==> src/rtl/rv_mem_pkg.sv <==
// Shared types for the data-RAM port arbiter.
// State encodings, owner IDs and the default RAM word-address width.
package rv_mem_pkg;

  localparam int RAM_AW = 8;

  typedef enum logic [1:0] {
    ST_IDLE   = 2'd0,
    ST_ACCESS = 2'd1,
    ST_WAIT   = 2'd2
  } state_e;

  typedef enum logic {
    OWN_D = 1'b0,
    OWN_F = 1'b1
  } owner_e;

endpackage

==> src/rtl/ram_arb_pick.sv <==
// Winner selection between data and fetch requesters.
// Holds the fetch starvation counter.
module ram_arb_pick
  import rv_mem_pkg::*;
#(
  parameter int STARVE_MAX = 3
) (
  input  logic   iCLK,
  input  logic   iRST,
  input  logic   iARB,
  input  logic   iD_REQ,
  input  logic   iF_REQ,
  output logic   oGO,
  output owner_e oWIN
);

  localparam int CW =
    (STARVE_MAX < 1) ? 1 : $clog2(STARVE_MAX + 1);
  localparam logic [CW-1:0] SMAX = CW'(STARVE_MAX);

  logic [CW-1:0] cnt_q, cnt_d;
  logic          win_f;

  always_comb begin
    oGO   = iARB & (iD_REQ | iF_REQ);
    win_f = iF_REQ & (~iD_REQ | (cnt_q == SMAX));
    oWIN  = win_f ? OWN_F : OWN_D;
    cnt_d = cnt_q;
    if (oGO) begin
      if (win_f)
        cnt_d = '0;
      else if (iF_REQ && cnt_q != SMAX)
        cnt_d = cnt_q + CW'(1);
    end
  end

  always_ff @(posedge iCLK or posedge iRST) begin
    if (iRST) cnt_q <= '0;
    else      cnt_q <= cnt_d;
  end

endmodule

==> src/rtl/ram_port_arbiter.sv <==
// Shares the single data-RAM port between load/store and fetch.
// Converts byte to word addresses, flags misalignment, tracks read latency.
module ram_port_arbiter
  import rv_mem_pkg::*;
#(
  parameter int RD_LATENCY = 1,
  parameter int STARVE_MAX = 3,
  parameter int AW         = RAM_AW
) (
  input  logic          iCLK,
  input  logic          iRST,
  input  logic          iD_REQ,
  input  logic          iD_WR,
  input  logic [31:0]   iD_ADDR,
  input  logic [31:0]   iD_DATA,
  output logic          oD_GNT,
  output logic          oD_VALID,
  output logic [31:0]   oD_Q,
  output logic          oD_ERR,
  input  logic          iF_REQ,
  input  logic [31:0]   iF_ADDR,
  output logic          oF_GNT,
  output logic          oF_VALID,
  output logic [31:0]   oF_Q,
  output logic          oF_ERR,
  output logic          oRAM_CE,
  output logic          oRAM_RD,
  output logic          oRAM_WR,
  output logic [AW-1:0] oRAM_ADDR,
  output logic [31:0]   oRAM_DATA,
  input  logic [31:0]   iRAM_Q
);

  localparam logic [2:0] LAT_INIT = 3'(RD_LATENCY - 1);

  state_e        state_q, state_d;
  owner_e        own_q, own_d;
  logic          wr_q, wr_d;
  logic          mis_q, mis_d;
  logic [AW-1:0] addr_q, addr_d;
  logic [31:0]   data_q, data_d;
  logic [2:0]    lat_q, lat_d;
  logic          dv_q, dv_d, fv_q, fv_d;
  logic          de_q, de_d, fe_q, fe_d;
  logic [31:0]   dq_q, dq_d, fq_q, fq_d;

  logic          go;
  owner_e        win;
  logic          done, done_err;
  logic [31:0]   done_q;
  logic          unused_addr;

  // Upper byte-address bits are intentionally ignored.
  assign unused_addr =
    ^{iD_ADDR[31:AW+2], iF_ADDR[31:AW+2]};

  ram_arb_pick #(
    .STARVE_MAX(STARVE_MAX)
  ) u_pick (
    .iCLK   (iCLK),
    .iRST   (iRST),
    .iARB   (state_q == ST_IDLE),
    .iD_REQ (iD_REQ),
    .iF_REQ (iF_REQ),
    .oGO    (go),
    .oWIN   (win)
  );

  always_comb begin
    state_d   = state_q;
    own_d     = own_q;
    wr_d      = wr_q;
    mis_d     = mis_q;
    addr_d    = addr_q;
    data_d    = data_q;
    lat_d     = lat_q;
    dv_d      = 1'b0;
    fv_d      = 1'b0;
    de_d      = de_q;
    fe_d      = fe_q;
    dq_d      = dq_q;
    fq_d      = fq_q;
    done      = 1'b0;
    done_err  = 1'b0;
    done_q    = '0;
    oD_GNT    = 1'b0;
    oF_GNT    = 1'b0;
    oRAM_CE   = 1'b0;
    oRAM_RD   = 1'b0;
    oRAM_WR   = 1'b0;
    oRAM_ADDR = '0;
    oRAM_DATA = '0;
    unique case (state_q)
      ST_IDLE: begin
        if (go) begin
          state_d = ST_ACCESS;
          own_d   = win;
          if (win == OWN_F) begin
            wr_d   = 1'b0;
            mis_d  = |iF_ADDR[1:0];
            addr_d = iF_ADDR[AW+1:2];
            data_d = '0;
          end else begin
            wr_d   = iD_WR;
            mis_d  = |iD_ADDR[1:0];
            addr_d = iD_ADDR[AW+1:2];
            data_d = iD_DATA;
          end
        end
      end
      ST_ACCESS: begin
        oD_GNT = (own_q == OWN_D);
        oF_GNT = (own_q == OWN_F);
        if (mis_q) begin
          done     = 1'b1;
          done_err = 1'b1;
          state_d  = ST_IDLE;
        end else begin
          oRAM_CE   = 1'b1;
          oRAM_ADDR = addr_q;
          if (wr_q) begin
            oRAM_WR   = 1'b1;
            oRAM_DATA = data_q;
            done      = 1'b1;
            state_d   = ST_IDLE;
          end else begin
            oRAM_RD = 1'b1;
            lat_d   = LAT_INIT;
            state_d = ST_WAIT;
          end
        end
      end
      ST_WAIT: begin
        if (lat_q == 3'd0) begin
          done    = 1'b1;
          done_q  = iRAM_Q;
          state_d = ST_IDLE;
        end else begin
          lat_d = lat_q - 3'd1;
        end
      end
      default: state_d = ST_IDLE;
    endcase
    if (done) begin
      if (own_q == OWN_F) begin
        fv_d = 1'b1;
        fq_d = done_q;
        fe_d = done_err;
      end else begin
        dv_d = 1'b1;
        dq_d = done_q;
        de_d = done_err;
      end
    end
  end

  always_ff @(posedge iCLK or posedge iRST) begin
    if (iRST) begin
      state_q <= ST_IDLE;
      own_q   <= OWN_D;
      wr_q    <= 1'b0;
      mis_q   <= 1'b0;
      addr_q  <= '0;
      data_q  <= '0;
      lat_q   <= '0;
      dv_q    <= 1'b0;
      fv_q    <= 1'b0;
      de_q    <= 1'b0;
      fe_q    <= 1'b0;
      dq_q    <= '0;
      fq_q    <= '0;
    end else begin
      state_q <= state_d;
      own_q   <= own_d;
      wr_q    <= wr_d;
      mis_q   <= mis_d;
      addr_q  <= addr_d;
      data_q  <= data_d;
      lat_q   <= lat_d;
      dv_q    <= dv_d;
      fv_q    <= fv_d;
      de_q    <= de_d;
      fe_q    <= fe_d;
      dq_q    <= dq_d;
      fq_q    <= fq_d;
    end
  end

  assign oD_VALID = dv_q;
  assign oD_ERR   = de_q;
  assign oD_Q     = dq_q;
  assign oF_VALID = fv_q;
  assign oF_ERR   = fe_q;
  assign oF_Q     = fq_q;

endmodule

==> config.mk <==
export PLATFORM = sky130hd
export DESIGN_NAME = ram_port_arbiter
export DESIGN_NICKNAME = d
export VERILOG_FILES = /design/src/rtl/rv_mem_pkg.sv /design/src/rtl/ram_arb_pick.sv /design/src/rtl/ram_port_arbiter.sv
export SDC_FILE = /design/constraint.sdc
export NUM_CORES = 1
export LEC_CHECK = 0
export CELL_PAD_IN_SITES_DETAIL_PLACEMENT = 0
export CELL_PAD_IN_SITES_GLOBAL_PLACEMENT = 1
export CORE_MARGIN = 2
export CORE_UTILIZATION = 33
export CTS_CLUSTER_SIZE = 14
export DETAILED_ROUTE_END_ITERATION = 8
export GPL_TIMING_DRIVEN = 0
export PLACE_DENSITY = 0.84
export SYNTH_ARGS = -nofsm -noshare
export SYNTH_HDL_FRONTEND = slang
export SYNTH_SLANG_ARGS = --single-unit
==> constraint.sdc <==
create_clock -name iCLK -period 7.6 [get_ports iCLK]
set_clock_uncertainty 0.2 [all_clocks]
set_input_delay 0.76 -clock iCLK [delete_from_list [all_inputs] [get_ports iCLK]]
set_output_delay 0.76 -clock iCLK [all_outputs]
set_load 0.02 [all_outputs]
Word level (Yosys, flattened, before mapping). Index checks and enable logic that the tools add are counted.

Output and inout bits: 113. Input bits: 133. Flip-flop bits (word level): 118.

Reduce and logical (&&, ||, !) cells: 13. Equal/unequal tests: 9. Multiplexer cells: 42. Bitwise gates (word level): 6. Add/subtract/negate cells: 2.

Operator list (number): $mux W32 (6); $mux W8 (3); $mux W1 (21); $mux W2 (6); $ne A2 B2 Y1 const B (6); $reduce_and A2 Y1 (5); $mux W3 (3); $pmux W2 S3 (1); $pmux W3 S2 (1); $eq A2 B2 Y1 const B (2); $reduce_and A4 Y1 (1); $reduce_bool A2 Y1 (2); $reduce_or A2 Y1 (2); $logic_not A3 Y1 (1); $sub A3 B1 Y3 const B (1); $add A2 B1 Y2 const B (1); $and A1 B1 Y1 (2); $eq A2 B1 Y1 const B (1); $logic_not A2 Y1 (1); $not A1 Y1 (2); $or A1 B1 Y1 (2); $pmux W1 S2 (1); $logic_and A1 B1 Y1 (1).

Depth between registers and ports, before layout. Gate-level depths: netlist of run 1.

Word-level depth: 5. Mapped depth: 8.

Hierarchy. From an unflattened synthesis of run 1, not the netlist that was laid out.

Cell total of the unflattened synthesis: 442. Area total of the unflattened synthesis: 5200.0 um^2.

Modules (own cells, without submodules): ram_port_arbiter (seq. area each 2902.8 um^2, instances 1, area an instance 5079.9 um^2, cells each 431); ram_arb_pick (seq. area each 50.0 um^2, instances 1, area an instance 120.1 um^2, cells each 11).

Worst setup path after synthesis of run 1. Ideal clock, no wire load.

Path kind: reg2out. Start: register state_q[1]. End: output port oRAM_DATA[0]. Setup slack: 5.224 ns. Arrival time: 1.416 ns. Required time: 6.640 ns. Stages on the path, launching flop included: 6. Cells stage by stage: dfrtp_1 inv_1 ha_1 nor2b_2 clkbuf_1 and3_1.

Cells in the longest elaborated chain, start to end: 2.

RTL lines: start: declaration (line ram_port_arbiter.sv:36) `state_e state_q, state_d;`; start signal: assignment (line ram_port_arbiter.sv:173) `state_q <= state_d;`; $eq A2 B1 Y1 (line ram_port_arbiter.sv:93) `unique case (state_q)`; $mux W32 (line ram_port_arbiter.sv:93); end: declaration (line ram_port_arbiter.sv:30) `output logic [31:0] oRAM_DATA,`.

No other way between the ends.

Final worst setup path of run 1.
Start: register state_q[1]. End: output port oRAM_DATA[2].

Same word-level chain as after synthesis.

==> metrics.md, run 1 <==
| Metric | Value |
|---|---|
| Outcome | finished, final reports clean |
| Cells after Synth | 380 |
| Cts hold-fix bufs | 0 |
| TritonRoute pass-1 iters | 4 |
| Worst Setup End Kind | output port |
| Fin crit share | approximately half |
| Drt wl/cell | roughly 19 um |
| Post-synthesis compound-gate area fraction | 24.0% |
| Critical-path cell list | inv_1 > ha_1 > nor2b_2 > clkbuf_1 > and3_1 > clkdlybuf4s50_1 |
| P_leak | roughly 3.4 nW |
| Max Buffers Root-to-Sink | 2 |
| HPWL after DPL | approximately 11,000 um |
| Postcts setup bufs | 0 |
| Layout filler cell count | about 1,200 |
| Die W | 126 um |
| Gpl congestion | 0.786 |
| Aggregate global-route resource usage | a little under a fifth |
| Reg2reg start | lat_q[0]$_DFFE_PP0P_ |
| Setup tns final | 0 ns |
| GRT Residual Overflow | 0 |
| Initial antenna violation count | 0 |
| Post-Synth XOR/XNOR Area | 0% |
| Port Buffers | roughly 200 |
| CTS tree | yes |
| Layout net count | between 700 and 800 |
| CP peak stage delay | just over 0.6 ns |
| Resize count post-CTS | 0 |
| Layout cell share with drive strength beyond 1 | between 10% and 20% |
| Post-Synth Adder-Cell Area | 1.52% |
| Core Area | roughly 0.015 mm^2 |
| Synthesized area | 0.00494 mm^2 |
| Hold Crit Class | register to register |
| P&R area growth vs syn | 57.2% |
| Final wirelength | approximately 15,000 um |
| Synth top area share | approximately 60% |
| Hold slack | between 0.2 and 0.3 ns |
| GR Util met3 | under 10% |
| Max-Cap Viols | 0 |
| Minimum clock period | roughly 3.7 ns |
| Yosys warnings | 0 |
| Post-Syn Nets | just over 500 |
| Fmax | 269 MHz |
| Vias in the first global route | between 4,000 and 5,000 |
| CTS root buf | clkbuf_16 |
| CP Data Arrival Time | approximately 2.8 ns |
| Top post-synthesis cells by area | dfrtp_1 (60%), a32o_1 (14%), a22o_1 (6.0%), and3_1 (4.1%), buf_6 (1.8%) |
| Pin count of the biggest net entering global routing | 81 |
| Worst-path clk slew | about 0.050 ns |
| #FFs+latches synth | ~120 |
| Leading area contributor after synthesis | dfrtp_1 |
| Grt met2 use | slightly below 30% |
| Power per Cell Area | approximately 450 mW/mm^2 |
| Cell family with most CP delay | buffers and inverters |
| Worst hold start | lat_q[0]$_DFFE_PP0P_ |
| Post-Synth Simple-Gate Area | 8.82% |
| Max-slew headroom | approximately three fifths |
| RSZ-0062 raised after global routing | false |
| # DRC | 0 |
| Tightest Pin Transition | roughly 0.60 ns |
| Post-layout util | around 53% |
| Diode count | 0 |
| Instance count on the critical path | 6 |
| First-pass GRT wire length | between 20,000 and 25,000 um |
| DR vias | 4,287 |
| CP Launch Type | register |
| Grt peak-use layer | met2 |
| Initial drt markers | between 200 and 300 |
| Largest family of logic cells by synthesized area | compound AO/OA/AOI/OAI gates |
| Multiplexer share of the synthesized area | less than 1% |
| Synth cell types | 34 |
| Starting density of the core | about a third |
| Clk Latency, worst-skew pair | approximately 0.4 ns |
| TritonCTS Buffers | 17 |
| Max Slew Vio Count | 0 |
| CP max FO | 10 |
| Rows | 44 |
| H-Tree Depth | 4 |
| Clock Sink Count | about 120 |
| Dpl cell area | between 0.007 and 0.008 mm^2 |
| Routed vias/inst | roughly 5.4 |
| Met1 Usage GRT | about a quarter |
| Detail Route Antenna Nets | 0 |
| Peak VDD IR | ~0.00015 V |
| Avg Synthesized Cell Area | between 10 and 15 um^2 |
| CP max-delay cell | clkdlybuf4s50_1 |
| Sequential fraction of the synthesis area | ~60% |
| Final Setup Violations | 0 |
| Kind of critical path | register to output port |
| Die height | 126 um |
| Hold Crit Depth | 1 |
| Required @ worst endpoint | 6.64 ns |
| CP startpoint | state_q[1]$_DFFE_PP0P_ |
| Buf/Inv on CP | 3 |
| Design area | approximately 0.0078 mm^2 |
| Die ar. | ~0.016 mm^2 |
| Fin. Hold Viols | 0 |
| I/O pins | 246 |
| R2R depth | 8 |
report_power, final:
part	internal (mW)	switching, mW	leakage (nW)
combinational	0.783	0.870	1.59
clock	0.436	0.300	0.262
sequential	0.924	0.175	1.54
final timing paths:
check,to,slack [ns]
worst max-delay path,oRAM_DATA[2],3.89
worst min-delay path,lat_q[0]$_DFFE_PP0P_,0.28
worst max register to register,oF_Q[10]$_DFFE_PP0P_,5.53
worst min register to register,lat_q[0]$_DFFE_PP0P_,0.28
max in group asynchronous,oF_ERR$_DFFE_PP0P_,5.96
min in group asynchronous,data_q[13]$_DFFE_PP0P_,0.52
routing by layer:
metal / share of wire [%] / routed length [um]
met1: 43 / 6550
met2: 48 / 7290
met3: 6.9 / 1040
met4: 1.2 / 188
met5: 0 / 0
cell usage after synthesis:
library cell	count
a211oi_1	1
a21oi_1	1
a21oi_2	1
a22o_1	34
a31oi_1	8
a32o_1	67
and2_1	12
and2b_1	1
and3_1	32
buf_2	16
buf_4	2
buf_6	8
clkbuf_1	13
dfrtp_1	118
ha_1	6
inv_1	9
mux2_2	2
nand2_1	2
nand2b_1	1
nand3_1	8
nor2_1	11
nor2b_1	4
nor2b_2	1
nor4_1	1
o21a_1	1
o21a_4	1
o21ai_0	8
o21ai_1	2
o21ai_4	2
o22ai_1	1
o2bb2ai_1	2
o31ai_1	2
or3_1	1
or3b_4	1
layout make-up:
type / count / area [um^2] / area share, %
inverters: 9 / 38.8 / 0.500
multi-input cells: 214 / 1720 / 22.1
clock inverters: 13 / 97.6 / 1.26
repair buffers: 202 / 2040 / 26.3
flip-flops and latches: 118 / 2950 / 38.0
well taps: 184 / 230 / 2.97
clock buffers: 19 / 453 / 5.83
plain buffers: 39 / 234 / 3.01
kinds of logic after synthesis:
kind of cell | after synthesis
AOI/OAI and AO/OA | 131
DFF | 118
and+or+nand+nor | 75
buffers and inverters | 48
adders and majority gates | 6
muxes | 2
sequential cells by signal (all words and copies together), names as in the netlist, 2 cells and up:
signal	flops
lat_q	3
oF_Q	32
u_pick.cnt_q	2
oD_Q	32
addr_q	8
state_q	2
data_q	32
placed cells by master, fill, tap and decap left out, types with 2 or more instances in the layout:
cell	synthesis	routed
nor2_1	11	11
nor2b_1	4	4
inv_1	9	8
clkdlybuf4s50_1	0	201
dfrtp_1	118	118
a22o_1	34	34
nand3_1	8	8
mux2_2	2	2
clkbuf_1	13	13
nand2_1	2	2
clkinv_4	0	3
o21ai_1	2	2
buf_4	2	2
a31oi_1	8	8
buf_2	16	16
o31ai_1	2	2
clkbuf_8	0	2
inv_6	0	4
clkinv_2	0	3
o2bb2ai_1	2	2
and3_1	32	32
o21ai_4	2	2
clkinvlp_4	0	4
buf_6	8	8
and2_1	12	12
o21ai_0	8	8
ha_1	6	6
a32o_1	67	67
clkbuf_16	0	17
through the flow:
step	cells	worst slack [ns]	total power [mW]
finish	798	3.89	3.49
CTS	798	3.86	3.52
detailed placement	766	4.32	2.77
global placement	765	1.92	2.72
floorplan	380	3.51	2.02
global route	798	3.70	3.68
Note: power is estimated with default switching activity, not from simulation.
==> run 2, diff against run 1 <==
--- a/config.mk
+++ b/config.mk
@@ -8,11 +8,11 @@
 export CELL_PAD_IN_SITES_DETAIL_PLACEMENT = 0
 export CELL_PAD_IN_SITES_GLOBAL_PLACEMENT = 1
 export CORE_MARGIN = 2
-export CORE_UTILIZATION = 33
+export CORE_UTILIZATION = 28
 export CTS_CLUSTER_SIZE = 14
 export DETAILED_ROUTE_END_ITERATION = 8
 export GPL_TIMING_DRIVEN = 0
-export PLACE_DENSITY = 0.84
+export PLACE_DENSITY = 0.75
 export SYNTH_ARGS = -nofsm -noshare
 export SYNTH_HDL_FRONTEND = slang
 export SYNTH_SLANG_ARGS = --single-unit
==> constraint.sdc (replaced) <==
create_clock -name iCLK -period 3.4 [get_ports iCLK]
set_clock_uncertainty 0.2 [all_clocks]
set_input_delay 0.34 -clock iCLK [delete_from_list [all_inputs] [get_ports iCLK]]
set_output_delay 0.34 -clock iCLK [all_outputs]
set_load 0.02 [all_outputs]
==> run 2 against run 1 <==
  * Sequential share of layout area down 0.67 points
  * Largest power group unchanged
  * Setup slack worse by 3.7 ns
  * Via count down 0.30%
  * Critical endpoint is now oRAM_DATA[28]
  * Non-clock buffer count up 2
==> metrics.md, run 2 (synthesized netlist as in run 1, its figures left out) <==
| Metric | Value |
|---|---|
| Routed vias/inst | approximately 5.1 |
| Tightest Pin Transition | roughly 0.66 ns |
| Outcome | finished, final reports clean |
| GRT Residual Overflow | 0 |
| Power per Cell Area | 1010 mW/mm^2 |
| Worst-path clk slew | ~0.050 ns |
| Clock Sink Count | 118 |
| Vias in the first global route | 4,594 |
| Max-slew headroom | a little under three fifths |
| Internal power | 5.00 mW |
| Fin crit share | between 90% and 100% |
| Rows | 48 |
| Worst Setup End Kind | output port |
| Commonest non-fill, non-tap cell in the layout | clkdlybuf4s50_1 |
| # DRC | 0 |
| Pin count of the biggest net entering global routing | 43 |
| TritonRoute pass-1 iters | 5 |
| CP peak stage delay | between 0.6 and 0.7 ns |
| Port Buffers | about 200 |
| Initial drt markers | 175 |
| HPWL after DPL | 10,800 um |
| Final Setup Violations | 0 |
| Detail Route Antenna Nets | 0 |
| Buf/Inv on CP | 3 |
| Starting density of the core | 28.5% |
| Drt wl/cell | approximately 18 um |
| Most frequent cells in the layout | clkdlybuf4s50_1 (201), dfrtp_1 (118), a32o_1 (67) |
| P&R area growth vs syn | 60.0% |
| Diode count | 0 |
| CP Launch Type | register |
| Die height | around 140 um |
| Initial antenna violation count | 0 |
| Comb power frac | approximately 46% |
| Required @ worst endpoint | between 2 and 3 ns |
| TritonCTS Buffers | 17 |
| Hold slack | between 0.03 and 0.04 ns |
| Gpl congestion | 0.756 |
| I/O pins | between 200 and 250 |
| CP Data Arrival Time | 2.69 ns |
| Die ar. | ~0.019 mm^2 |
| Clk network pwr share | 22.8% |
| Net load switching power | between 2 and 3 mW |
| Layout cell share with drive strength beyond 1 | 11.4% |
| Fmax | 310 MHz |
| Core Area | 0.0173 mm^2 |
| Max-Cap Viols | 0 |
| Cell family with most CP delay | buffers and inverters |
| Dpl cell area | 0.00729 mm^2 |
| Cts hold-fix bufs | 0 |
| Peak VDD IR | between 0.0004 and 0.0005 V |
| Aggregate global-route resource usage | 16.2% |
| H-Tree Depth | 4 |
| CP max-delay cell | clkdlybuf4s50_1 |
| Sequential power share | about 30% |
| Final wirelength | roughly 15,000 um |
| P_leak | around 3.4 nW |
| Design area | between 0.007 and 0.008 mm^2 |
| Resize count post-CTS | 0 |
| CTS root buf | clkbuf_16 |
| Layout net count | roughly 740 |
| Minimum clock period | 3.23 ns |
| DR vias | ~4,300 |
| Max Buffers Root-to-Sink | 2 |
| First-pass GRT wire length | 23,500 um |
| Postcts setup bufs | 0 |
| Switch share | a little under two fifths |
| Kind of critical path | register to output port |
| Hold Crit Class | primary input to async pin |
| Critical-path cell list | inv_1 > ha_1 > nor2b_2 > clkbuf_1 > and3_1 > clkdlybuf4s50_1 |
| CP max FO | 10 |
| Die W | about 140 um |
| Max Slew Vio Count | 0 |
| Fin. Hold Viols | 0 |
| RSZ-0062 raised after global routing | true |
| CTS tree | yes |
| Clk Latency, worst-skew pair | 0.40 ns |
-- run 2: power groups by stage --
stage	Sequential [mW]	Clock, mW	Combinational, mW
final	2.45	1.82	3.69
after global routing	2.53	1.93	3.97
after CTS	2.45	1.87	3.73
after detailed placement	2.47	0	3.73
after global placement	2.44	0	3.66
after floorplan	2.88	0	1.63
-- run 2: final cells by class --
type,instances,area (um^2)
Buffer,39,234
Clock buffer,19,453
Clock inverter,13,154
Fill cell,1579,9400
Inverter,9,37.5
Multi-Input combinational cell,214,1720
Sequential cell,118,2950
Tap cell,225,282
Timing Repair Buffer,204,2070
-- run 2: path summary, 6_finish.rpt --
check                                             from                   end  slack (ns)  cells past startpoint
worst max-delay path            state_q[1]$_DFFE_PP0P_         oRAM_DATA[28]        0.17                      6
worst min-delay path                              iRST   oD_Q[6]$_DFFE_PP0P_        0.04                      2
worst max register to register    lat_q[0]$_DFFE_PP0P_  oF_Q[11]$_DFFE_PP0P_        1.34                      8
worst min register to register    lat_q[0]$_DFFE_PP0P_  lat_q[0]$_DFFE_PP0P_        0.28                      1
max in group asynchronous                         iRST  oD_Q[21]$_DFFE_PP0P_        2.24                      4
min in group iCLK                 lat_q[0]$_DFFE_PP0P_  lat_q[0]$_DFFE_PP0P_        0.28                      1
-- run 2: per-stage QoR --
step	utilization (%)	total power, mW	cells	TNS (ns)	setup slack (ns)
CTS	45.7	8.05	841	0	0.112
finish	45.7	7.96	841	0	0.170
floorplan	-	4.51	380	0	1.42
detailed placement	42.2	6.19	809	0	0.571
global route	45.7	8.43	841	-0.0770	-0.0182
global placement	41.8	6.10	806	0	0.332
-- run 2: per-layer routing --
layer | up-vias | share of wire, % | GRT usage [%]
met5 | - | 0 | 0
met4 | 0 | 1.3 | 5.56
met3 | 16 | 7.9 | 5.11
met2 | 179 | 47 | 25.9
met1 | 2147 | 44 | 20.6
li1 | 1932 | - | -
